### config.mk
export PLATFORM = sky130hd
export DESIGN_NAME = qam_frame_sync_flat
export DESIGN_NICKNAME = d
export VERILOG_FILES = /design/src/rtl/qam_frame_sync_if.sv /design/src/rtl/qam_frame_sync.sv /design/src/flat_wrapper.sv
export SDC_FILE = /design/constraint.sdc
export NUM_CORES = 1
export LEC_CHECK = 0
export ABC_AREA = 0
export CAP_MARGIN = 10
export CORE_AREA = 2 2 87 89
export DETAILED_ROUTE_END_ITERATION = 6
export DIE_AREA = 0 0 89 91
export PLACE_DENSITY = 0.77
export SLEW_MARGIN = 20
export SYNTH_ARGS = -nofsm -noshare
export SYNTH_HDL_FRONTEND = slang
export SYNTH_SLANG_ARGS = --single-unit
export TNS_END_PERCENT = 50
### constraint.sdc
create_clock -name data_clk -period 3.8 [get_ports data_clk]
set_input_delay 0.95 -clock data_clk [delete_from_list [all_inputs] [get_ports data_clk]]
set_output_delay 0.95 -clock data_clk [all_outputs]
set_load 0.005 [all_outputs]
### src/rtl/qam_frame_sync_if.sv
// Stream-side bundle of the framer: serial bits in, packed symbols and frame status out.
// Master drives the bit stream; slave is the framer.
interface qam_frame_sync_if #(
  parameter int BITS_PER_SYM = 6,
  parameter int HDR_W        = 12
) ();
  localparam int ERR_W = $clog2(HDR_W + 1);

  logic                    enable;
  logic                    data_in;
  logic                    enable_fsm;
  logic                    mapping;
  logic [BITS_PER_SYM-1:0] sym_data;
  logic                    sym_valid;
  logic                    frame_start;
  logic                    frame_done;
  logic [15:0]             frame_count;
  logic [ERR_W-1:0]        hdr_err_bits;

  modport master (
    output enable, data_in,
    input  enable_fsm, mapping, sym_data, sym_valid, frame_start, frame_done,
           frame_count, hdr_err_bits
  );

  modport slave (
    input  enable, data_in,
    output enable_fsm, mapping, sym_data, sym_valid, frame_start, frame_done,
           frame_count, hdr_err_bits
  );
endinterface

### src/rtl/qam_frame_sync.sv
// Sync-word hunt (error tolerant) then MSB-first symbol packing of a fixed-length payload; outputs one cycle after the bit.
// No backpressure: enable=0 freezes all state and suppresses strobes.
module qam_frame_sync #(
  parameter int               HDR_W        = 12,
  parameter logic [HDR_W-1:0] SYNC_WORD    = 12'hB38,
  parameter int               PAYLOAD_BITS = 3072,
  parameter int               BITS_PER_SYM = 6,
  parameter int               MAX_ERR      = 0
) (
  input logic             data_clk,
  input logic             rst_n,
  qam_frame_sync_if.slave bus
);
  localparam int ERR_W = $clog2(HDR_W + 1);
  localparam int CNT_W = $clog2(PAYLOAD_BITS + 1);
  localparam int IDX_W = (BITS_PER_SYM > 1) ? $clog2(BITS_PER_SYM) : 1;

  if (PAYLOAD_BITS <= 0 || (PAYLOAD_BITS % BITS_PER_SYM) != 0) begin : g_bad_payload
    $fatal(1, "qam_frame_sync: PAYLOAD_BITS must be a nonzero multiple of BITS_PER_SYM");
  end
  if (HDR_W < 2 || HDR_W > 32) begin : g_bad_hdr
    $fatal(1, "qam_frame_sync: HDR_W out of range 2..32");
  end
  if (MAX_ERR < 0 || MAX_ERR > HDR_W / 4) begin : g_bad_err
    $fatal(1, "qam_frame_sync: MAX_ERR out of range 0..HDR_W/4");
  end

  typedef enum logic [1:0] {
    HUNT    = 2'd0,
    PAYLOAD = 2'd1
  } state_t;

  state_t                  state_q, state_d;
  logic [HDR_W-1:0]        win_q, win_d, win_next, diff;
  logic [ERR_W-1:0]        fill_q, fill_d, err_cnt;
  logic [CNT_W-1:0]        cnt_q, cnt_d;
  logic [IDX_W-1:0]        idx_q, idx_d;
  logic [BITS_PER_SYM-1:0] asm_q, asm_d, asm_next;
  logic [BITS_PER_SYM-1:0] sym_data_q, sym_data_d;
  logic                    sym_valid_q, sym_valid_d;
  logic                    frame_start_q, frame_start_d;
  logic                    frame_done_q, frame_done_d;
  logic [15:0]             frame_cnt_q, frame_cnt_d;
  logic [ERR_W-1:0]        hdr_err_q, hdr_err_d;
  logic                    match;

  // Candidate window including the bit on the wire this cycle
  always_comb begin
    win_next = HDR_W'({win_q, bus.data_in});
    asm_next = BITS_PER_SYM'({asm_q, bus.data_in});
    diff     = win_next ^ SYNC_WORD;
    err_cnt  = '0;
    for (int i = 0; i < HDR_W; i++) begin
      err_cnt = err_cnt + ERR_W'(diff[i]);
    end
    match = (fill_q >= ERR_W'(HDR_W - 1)) && (err_cnt <= ERR_W'(MAX_ERR));
  end

  always_comb begin
    state_d       = state_q;
    win_d         = win_q;
    fill_d        = fill_q;
    cnt_d         = cnt_q;
    idx_d         = idx_q;
    asm_d         = asm_q;
    sym_data_d    = sym_data_q;
    sym_valid_d   = 1'b0;
    frame_start_d = 1'b0;
    frame_done_d  = 1'b0;
    frame_cnt_d   = frame_cnt_q;
    hdr_err_d     = hdr_err_q;
    case (state_q)
      HUNT: begin
        if (bus.enable) begin
          win_d  = win_next;
          fill_d = (fill_q == ERR_W'(HDR_W)) ? fill_q : fill_q + 1'b1;
          if (match) begin
            state_d       = PAYLOAD;
            frame_start_d = 1'b1;
            cnt_d         = CNT_W'(PAYLOAD_BITS);
            idx_d         = '0;
            hdr_err_d     = err_cnt;
          end
        end
      end
      PAYLOAD: begin
        if (bus.enable) begin
          asm_d = asm_next;
          cnt_d = cnt_q - 1'b1;
          if (idx_q == IDX_W'(BITS_PER_SYM - 1)) begin
            sym_data_d  = asm_next;
            sym_valid_d = 1'b1;
            idx_d       = '0;
          end else begin
            idx_d = idx_q + 1'b1;
          end
          // Last payload bit: the hunt restarts from an empty window
          if (cnt_q == CNT_W'(1)) begin
            state_d      = HUNT;
            frame_done_d = 1'b1;
            frame_cnt_d  = (frame_cnt_q == 16'hFFFF) ? frame_cnt_q : frame_cnt_q + 16'd1;
            fill_d       = '0;
            win_d        = '0;
          end
        end
      end
      default: state_d = HUNT;
    endcase
  end

  always_ff @(posedge data_clk or negedge rst_n) begin
    if (!rst_n) begin
      state_q       <= HUNT;
      win_q         <= '0;
      fill_q        <= '0;
      cnt_q         <= '0;
      idx_q         <= '0;
      asm_q         <= '0;
      sym_data_q    <= '0;
      sym_valid_q   <= 1'b0;
      frame_start_q <= 1'b0;
      frame_done_q  <= 1'b0;
      frame_cnt_q   <= '0;
      hdr_err_q     <= '0;
    end else begin
      state_q       <= state_d;
      win_q         <= win_d;
      fill_q        <= fill_d;
      cnt_q         <= cnt_d;
      idx_q         <= idx_d;
      asm_q         <= asm_d;
      sym_data_q    <= sym_data_d;
      sym_valid_q   <= sym_valid_d;
      frame_start_q <= frame_start_d;
      frame_done_q  <= frame_done_d;
      frame_cnt_q   <= frame_cnt_d;
      hdr_err_q     <= hdr_err_d;
    end
  end

  assign bus.enable_fsm   = (state_q == PAYLOAD);
  assign bus.mapping      = (state_q == PAYLOAD);
  assign bus.sym_data     = sym_data_q;
  assign bus.sym_valid    = sym_valid_q;
  assign bus.frame_start  = frame_start_q;
  assign bus.frame_done   = frame_done_q;
  assign bus.frame_count  = frame_cnt_q;
  assign bus.hdr_err_bits = hdr_err_q;
endmodule

### src/flat_wrapper.sv
// flat-port wrapper written by rule: the top's interface ports become plain ports
module qam_frame_sync_flat 
#(
  parameter int               HDR_W        = 12,
  parameter logic [HDR_W-1:0] SYNC_WORD    = 12'hB38,
  parameter int               PAYLOAD_BITS = 3072,
  parameter int               BITS_PER_SYM = 6,
  parameter int               MAX_ERR      = 0
)
  (data_clk, rst_n, bus_enable, bus_data_in, bus_enable_fsm, bus_mapping, bus_sym_data, bus_sym_valid, bus_frame_start, bus_frame_done, bus_frame_count, bus_hdr_err_bits);
  qam_frame_sync_if #(.BITS_PER_SYM(BITS_PER_SYM), .HDR_W(HDR_W)) bus_i ();
  input logic data_clk;
  input logic rst_n;
  input wire logic [$bits(bus_i.enable)-1:0] bus_enable;
  input wire logic [$bits(bus_i.data_in)-1:0] bus_data_in;
  output wire logic [$bits(bus_i.enable_fsm)-1:0] bus_enable_fsm;
  output wire logic [$bits(bus_i.mapping)-1:0] bus_mapping;
  output wire logic [$bits(bus_i.sym_data)-1:0] bus_sym_data;
  output wire logic [$bits(bus_i.sym_valid)-1:0] bus_sym_valid;
  output wire logic [$bits(bus_i.frame_start)-1:0] bus_frame_start;
  output wire logic [$bits(bus_i.frame_done)-1:0] bus_frame_done;
  output wire logic [$bits(bus_i.frame_count)-1:0] bus_frame_count;
  output wire logic [$bits(bus_i.hdr_err_bits)-1:0] bus_hdr_err_bits;
  assign bus_i.enable = bus_enable;
  assign bus_i.data_in = bus_data_in;
  assign bus_enable_fsm = bus_i.enable_fsm;
  assign bus_mapping = bus_i.mapping;
  assign bus_sym_data = bus_i.sym_data;
  assign bus_sym_valid = bus_i.sym_valid;
  assign bus_frame_start = bus_i.frame_start;
  assign bus_frame_done = bus_i.frame_done;
  assign bus_frame_count = bus_i.frame_count;
  assign bus_hdr_err_bits = bus_i.hdr_err_bits;
  qam_frame_sync #(.HDR_W(HDR_W), .SYNC_WORD(SYNC_WORD), .PAYLOAD_BITS(PAYLOAD_BITS), .BITS_PER_SYM(BITS_PER_SYM), .MAX_ERR(MAX_ERR)) u_core (.data_clk(data_clk), .rst_n(rst_n), .bus(bus_i));
endmodule
==> results of run 1 <==
==> state kept, by name (all words and copies together), names as in the netlist <==
register / count
u_core.state_q: 1
u_core.bus.frame_count: 16
u_core.cnt_q: 12
u_core.bus.sym_data: 6
u_core.bus.hdr_err_bits: 4
u_core.bus.frame_done: 1
u_core.asm_q: 5
u_core.idx_q: 3
u_core.fill_q: 4
u_core.bus.sym_valid: 1
u_core.bus.frame_start: 1
u_core.win_q: 11
==> worst paths after layout <==
| path | from | endpoint | slack [ns] | cells past startpoint |
|---|---|---|---|---|
| worst min-delay path | u_core.bus.frame_count[7] | u_core.bus.frame_count[7] | 0.49 | 1 |
| worst max register to register | u_core.win_q[1] | u_core.bus.hdr_err_bits[0] | -0.28 | 14 |
| min in group asynchronous | rst_n | u_core.win_q[4] | 0.77 | 2 |
| max in group asynchronous | rst_n | u_core.cnt_q[10] | 2.50 | 2 |
| worst max-delay path | bus_data_in | u_core.bus.hdr_err_bits[0] | -0.53 | 15 |
| worst min register to register | u_core.bus.frame_count[7] | u_core.bus.frame_count[7] | 0.49 | 1 |
==> layer usage <==
metal  global-route usage [%]  vias to the layer above  part of all wire, %
met1                     20.0                     1093                   48
li1                         -                     1095                    -
met2                     22.3                       31                   47
met3                     3.55                       13                  3.0
met5                        0                        -                    0
met4                     7.59                        0                  2.5
==> final cells by class <==
cell class,count,area [µm²]
Fill cell,624,3220
Inverter,29,109
Timing Repair Buffer,44,419
Clock inverter,6,43.8
Sequential cell,65,1630
Clock buffer,10,128
Tap cell,99,124
Multi-Input combinational cell,192,1460
==> Yosys cell counts, types with 2 or more instances <==
master    instances
a22o_1           11
nor2_1           15
dfrtp_1          65
mux2i_1           4
nor2b_1           4
nand4_1           4
inv_1            29
o21ai_0          11
and4_1            2
and3_1            2
a21oi_1           8
ha_1              9
or3_1             2
nor4_2            2
fa_1              7
nor3_1            9
clkbuf_1          6
nand2_1          35
xor2_1           10
nor4_1            4
o22ai_1           2
xnor2_1           3
and2_1            6
nand3_1          18
mux2_2            7
nand2b_1          3
==> power groups by stage <==
stage / sequential, µW / combinational, µW / clock, µW
2_1_floorplan: 1030 / 1160 / 0
4_1_cts: 1060 / 1520 / 530
6_report: 1070 / 1660 / 516
3_3_place_gp: 1070 / 1380 / 0
3_5_place_dp: 1070 / 1460 / 0
5_1_grt: 1110 / 1920 / 558
==> worst reg2reg max path: stages, from the launching register on <==
cell,delay (ns)
dfrtp_1,0.41
fa_1,0.50
fa_1,0.51
inv_2,0.04
fa_1,0.47
inv_1,0.05
fa_1,0.48
ha_2,0.18
inv_2,0.04
fa_1,0.50
nand2b_1,0.08
nor4_4,0.21
nand3_2,0.16
buf_6,0.20
and2_4,0.16
==> timing repair <==
item,CTS,global route
pin swaps,9,12
setup endpoints to repair,21,21
cloned,0,1
setup buffers,1,0
hold buffers,0,0
gates resized for setup,8,27
hold endpoints to repair,0,0
==> through the flow <==
step / hold slack (ns) / instance area (µm²)
after floorplan: 0.440 / 3150
after global placement: 0.457 / 3610
after detailed placement: 0.462 / 3610
after CTS: 0.475 / 3800
after global routing: 0.507 / 3910
final: 0.491 / 3910
==> cells by family (layout without fill, tap and decap cells) <==
family,count (synthesis),in the layout
AO/OA/AOI/OAI,39,39
adder cells (fa/ha/maj),16,16
AND/OR/NAND/NOR,113,113
multiplexers,11,11
buffers and inverters,37,89
flip-flops,65,65
XOR/XNOR,13,13
==> cells in the final DEF (no fill, tap or decap), drive strengths merged, types with 2 or more instances in the layout <==
cell type,synthesis,layout
buf,2,12
nand3,18,18
mux2i,4,4
mux2,7,7
xnor2,3,3
a22o,11,11
and2,6,6
xor2,10,10
nand2,35,35
nand4,4,4
nor4,7,7
fa,7,7
clkbuf,6,10
or3,2,2
ha,9,9
o22ai,2,2
clkdlybuf4s50,0,32
nand2b,3,3
and4,3,3
nor3,9,9
dfrtp,65,65
o21ai,11,11
a21oi,8,8
and3,3,3
clkinvlp,0,4
nor2b,4,4
or4,2,2
inv,29,30
nor2,15,15
==> summary.md, run 1 <==
| Metric | Value |
|---|---|
| Dpl hpwl | `3860 µm` |
| Int Power | `1920 µW` |
| Port Buffers | `34` |
| CP Data Required Time | `4.04 ns` |
| Switch Pwr | `1330 µW` |
| Clk pin slew, worst setup/hold paths | `0.08 ns` |
| Via Count | `2232` |
| P&R area growth vs syn | `25.2%` |
| #FFs+latches synth | `65` |
| WP buf/inv | `5` |
| Post-Synth Simple-Gate Area | `19.1%` |
| Share of cells above drive strength 1 | `19.9%` |
| Finished Layout Cells | `445` |
| Core area | `7140 µm²` |
| H-tree depth | `3` |
| Most common cell on crit path | `fa_1` |
| CTS tree | `built` |
| Total power | `3240 µW` |
| Fin crit share | `114%` |
| Rows | `31` |
| Residual DRC | `0` |
| Largest delay share family, worst path | `adder cells` |
| Placer Congestion | `0.762` |
| Slew headroom | `46.6%` |
| Clk sink count | `65` |
| Final Net Count | `361` |
| Worst-Skew Late Latency | `0.34 ns` |
| Cell area after synthesis | `3130 µm²` |
| Global-route wire length before repair | `9420 µm` |
| Peak supply drop | `0.000510 V` |
| Worst-case clock buffer depth | `2` |
| Number of global-route vias before repair | `2154` |
| Cells after synthesis | `294` |
| Pwr/cell area | `829 nW/µm²` |
| Sequential power share | `33.1%` |
| Fin. max-slew vios | `0` |
| CP max stage delay | `0.51 ns` |
| Failing checks | `negative setup slack` |
| Synth top area share | `52.0%` |
| Max Cap Viol | `0` |
| Die X-Extent | `89 µm` |
| Final Hold Viols | `0` |
| PnR worst setup slack | `-0.533 ns` |
| Largest family of logic cells by synthesized area | `simple AND/OR/NAND/NOR gates` |
| Starting Density | `43.8%` |
| EDFF count, synth | `0` |
| DRT Pass-1 Iters | `4` |
| Cell type with the highest aggregate area in the netlist | `dfrtp_1` |
| Final ANT Viol Nets | `0` |
| Lkg Pwr | `0.00184 µW` |
| Clk network pwr share | `15.9%` |
| Tmin final | `4.33 ns` |
| Worst Path Max Fanout | `7` |
| Syn_area_per_cell | `10.6 µm²` |
| Worst setup EP type | `flip-flop` |
| Comb pwr share | `51.0%` |
| Most area-consuming cells after synthesis | `dfrtp_1 52%, fa_1 4.5%, nand2_1 4.2%` |
| Synth Flop Type | `dfrtp_1` |
| Arrival time at the worst endpoint | `4.58 ns` |
| Unique masters post-synth | `42` |
| Multiplexer area fraction after synthesis | `3.80%` |
| Final WL | `5710 µm` |
| Starting DRT DRC Count | `75` |
| CTS buffer count | `9` |
| Largest net degree at the start of global routing | `66` |
| Crit-path cells | `buf_6 -> fa_1 -> fa_1 -> inv_2 -> fa_1 -> inv_1 -> fa_1 -> ha_2 -> inv_2 -> fa_1 -> nand2b_1 -> nor4_4 -> nand3_2 -> buf_6 -> and2_4` |
| Startpoint types | `input pin` |
| Post-synthesis sequential area ratio | `52.0%` |
| Die area | `8100 µm²` |
| Min-Delay Path Class | `reg -> reg` |
| Synth Warn # | `0` |
| Worst Clk Skew | `0.00799 ns` |
| Sw Ratio | `40.9%` |
| CP Class | `in -> reg` |
| Chip height | `91 µm` |
| FFs w/ async S/R, synth | `100%` |
| Slowest-stage cell, CP | `fa_1` |
| DR WL/cell | `12.8 µm` |
| Synth Area in XOR/XNOR | `3.64%` |
| Inserted Diodes | `0` |
| Total Routing Usage GR | `14.9%` |
| RSZ-0062 raised after global routing | `yes` |
| Setup tns final | `-10.15 ns` |
| Final Setup Violations | `21` |
| Clock root buffer | `clkbuf_8` |
| # IOs | `35` |
| Via-per-instance ratio | `5.02` |
| Mapped Nets | `314` |
| Status | `complete, but fails checks` |
| Post-Synth Adder-Cell Area | `8.09%` |
| Fin util | `54.8%` |
| Overflow after GRT | `0` |
| Compound-Gate Fraction of Synth Area | `8.57%` |
| Dpl ws | `-1.40 ns` |
| Inst Count DP | `427` |
| Max Fclk | `0.231 GHz` |
| Worst slew pin tran | `0.801 ns` |
| Initial antenna violation count | `0` |
No activity file was read; power rests on OpenSTA's default activity.
==> run 2, diff against run 1 <==
--- a/config.mk
+++ b/config.mk
@@ -10,2 +10,3 @@
 export CORE_AREA = 2 2 87 89
+export CTS_CLUSTER_DIAMETER = 30
 export DETAILED_ROUTE_END_ITERATION = 6
--- a/constraint.sdc
+++ b/constraint.sdc
@@ -3,2 +3,2 @@
 set_output_delay 0.95 -clock data_clk [all_outputs]
-set_load 0.005 [all_outputs]
+set_load 0.01 [all_outputs]
==> results of run 2 <==
Same layout as run 1 (identical final DEF). Status: complete, but fails checks: negative setup slack.
Among the figures that moved: total power 3240 µW -> 3260 µW
==> run 3, diff against run 2 <==
Settings changed: CORE_AREA 2 2 87 89 to 2 2 66 116, DIE_AREA 0 0 89 91 to 0 0 68 118, PLACE_DENSITY 0.77 to 0.75.
Clock period 3.8 ns to 4.8 ns, I/O delays scaled along.
==> run 3 against run 2 <==
The flow now finishes without violations. First-iteration DRC count is 93% higher. Design area is 0.96% higher. Non-clock buffer count is 4 lower. Via count is 3.2% higher. Count of clock-buffer cells in the layout is 4 higher. Sequential cell count stayed put. Sequential share of layout area is 0.39 points lower. Sequential power is 20% lower. Critical path type unchanged. Cell count is 3.8% lower. Register-to-register slack better by 0.95 ns. Hold slack worse by 0.0075 ns.
==> summary.md, run 3 (synthesis results as in run 1) <==
| Metric | Value |
|---|---|
| CP max stage delay | `0.50 ns (about the same)` |
| Die area | `8020 µm² (-0.93%)` |
| Global-route wire length before repair | `10100 µm (+7.7%)` |
| Worst-Skew Late Latency | `0.33 ns (about the same)` |
| Final WL | `6040 µm (+5.9%)` |
| Crit-path cells | `buf_6 -> fa_1 -> fa_1 -> inv_1 -> fa_1 -> inv_1 -> fa_1 -> ha_2 -> inv_2 -> fa_1 -> nand2b_1 -> nor4_4 -> nand3_2 -> buf_6 -> nand3_2 -> o21ai_1` |
| Number of global-route vias before repair | `2291 (+6.4%)` |
| Final Setup Violations | `0 (-100%)` |
| WP buf/inv | `5 (unchanged)` |
| Setup tns final | `0 ns (+10.15 ns)` |
| DRT Pass-1 Iters | `5 (+1)` |
| Highest-count cells in the layout ignoring fill and taps | `65 x dfrtp_1, 34 x nand2_1, 32 x clkdlybuf4s50_1` |
| Total Routing Usage GR | `16.7% (+1.8 points)` |
| Starting Density | `44.1% (+0.36 points)` |
| Worst-case clock buffer depth | `2 (unchanged)` |
| Status | `finished, final reports clean` |
| Leading cell type in the layout, fill and taps excluded | `dfrtp_1` |
| Clk pin slew, worst setup/hold paths | `0.05 ns (-0.03 ns)` |
| PnR worst setup slack | `0.164 ns (+0.697 ns)` |
| Fin crit share | `96.6%` |
| Max Fclk | `0.216 GHz` |
| Final Cell Area | `3950 µm² (+0.96%)` |
| CP Class | `in -> reg` |
| Via Count | `2304 (+3.2%)` |
| Min-Delay Path Class | `reg -> reg` |
| Worst setup EP type | `flip-flop` |
| Core area | `7080 µm² (-0.81%)` |
| Worst Path Max Fanout | `7 (unchanged)` |
| Lkg Pwr | `0.00188 µW (+2.3%)` |
| Fin. max-slew vios | `0 (unchanged)` |
| Most common cell on crit path | `fa_1` |
| Chip height | `118 µm (+30%)` |
| Startpoint types | `input pin` |
| Largest net degree at the start of global routing | `40 (-39%)` |
| Tmin final | `4.64 ns` |
| Rows | `41 (+32%)` |
| Slowest-stage cell, CP | `fa_1` |
| Worst slew pin tran | `1.04 ns (+0.240 ns)` |
| Starting DRT DRC Count | `145 (+93%)` |
| DR WL/cell | `14.1 µm (+10%)` |
| RSZ-0062 raised after global routing | `no` |
| CTS buffer count | `9 (unchanged)` |
| CTS tree | `built` |
| Arrival time at the worst endpoint | `4.84 ns (+0.26 ns)` |
| Via-per-instance ratio | `5.38 (+7.3%)` |
| Peak supply drop | `0.000377 V` |
| Clk sink count | `65 (unchanged)` |
| Met2 usage | `28.7% (+6.4 points)` |
| Residual DRC | `0 (unchanged)` |
| Max Cap Viol | `0 (unchanged)` |
| Hold_buf cts | `0 (unchanged)` |
| CP Data Required Time | `5.00 ns (+0.96 ns)` |
| Port Buffers | `34 (unchanged)` |
| Clock root buffer | `clkbuf_16` |
| P&R area growth vs syn | `26.4%` |
| Inserted Diodes | `0 (unchanged)` |
| Dpl ws | `-0.628 ns (+0.772 ns)` |
| Final Net Count | `357 (-1.1%)` |
| Final ANT Viol Nets | `0 (unchanged)` |
| Dpl hpwl | `4100 µm (+6.2%)` |
| Die X-Extent | `68 µm (-24%)` |
| Met3 GRT Util | `3.54% (-0.0082 points)` |
| # IOs | `35 (unchanged)` |
| Final hold slack | `0.484 ns (-0.00750 ns)` |
| Met1 usage | `18.7% (-1.3 points)` |
| Total power | `2750 µW` |
| Share of cells above drive strength 1 | `14.0% (-5.9 points)` |
| Largest delay share family, worst path | `adder cells` |
| Pwr/cell area | `697 nW/µm²` |
| Worst Clk Skew | `0.00341 ns (-0.00458 ns)` |
| Max FFs per register | `16 (unchanged)` |
| Initial antenna violation count | `0 (unchanged)` |
| GR peak layer | `met2` |
| Placed Area | `3570 µm² (-1.1%)` |
| Overflow after GRT | `0 (unchanged)` |
| Slew headroom | `30.4% (-16 points)` |
| H-tree depth | `3 (unchanged)` |
| Placer Congestion | `0.781 (+2.5%)` |
| Final Hold Viols | `0 (unchanged)` |
-- run 3: final timing paths --
path | depth (start not counted) | end | startpoint | slack [ns]
max | 16 | u_core.cnt_q[6] | bus_data_in | 0.16
min reg2reg | 1 | u_core.bus.frame_count[11] | u_core.bus.frame_count[11] | 0.48
min | 1 | u_core.bus.frame_count[11] | u_core.bus.frame_count[11] | 0.48
min in group asynchronous | 1 | u_core.bus.sym_data[2] | rst_n | 0.98
max reg2reg | 15 | u_core.cnt_q[6] | u_core.win_q[1] | 0.67
max in group asynchronous | 2 | u_core.bus.frame_count[9] | rst_n | 2.95
-- run 3: layout make-up --
cell class | count | area [µm²]
multi-input combinational | 192 | 1410
timing repair buffer | 40 | 389
sequential | 65 | 1630
inverter | 29 | 109
fill | 594 | 3130
clock buffer | 14 | 274
clock inverter | 2 | 35.0
tap | 86 | 108
-- run 3: timing repair --
action	4_1_cts	5_1_grt
endpoints found under the setup margin	21	20
buffers inserted	0	0
gates cloned	1	0
pin swaps	13	6
resized for setup	21	1
-- run 3: stage by stage --
stage / cells / utilization, %
global route: 428 / 55.8
floorplan: 294 / -
finish: 428 / 55.8
CTS: 428 / 55.5
detailed placement: 411 / 50.5
global placement: 411 / 50.5
-- run 3: layer usage --
layer	wire length, µm	share of wire, %
met1	2440	40
met2	3310	55
met3	195	3.2
met4	106	1.8
met5	0	0
-- run 3: power by group --
group	internal, µW	leakage [µW]	switching, µW	total, µW
logic	580	0.000873	656	1240
registers	699	0.000853	153	852
clock network	443	0.000153	220	664
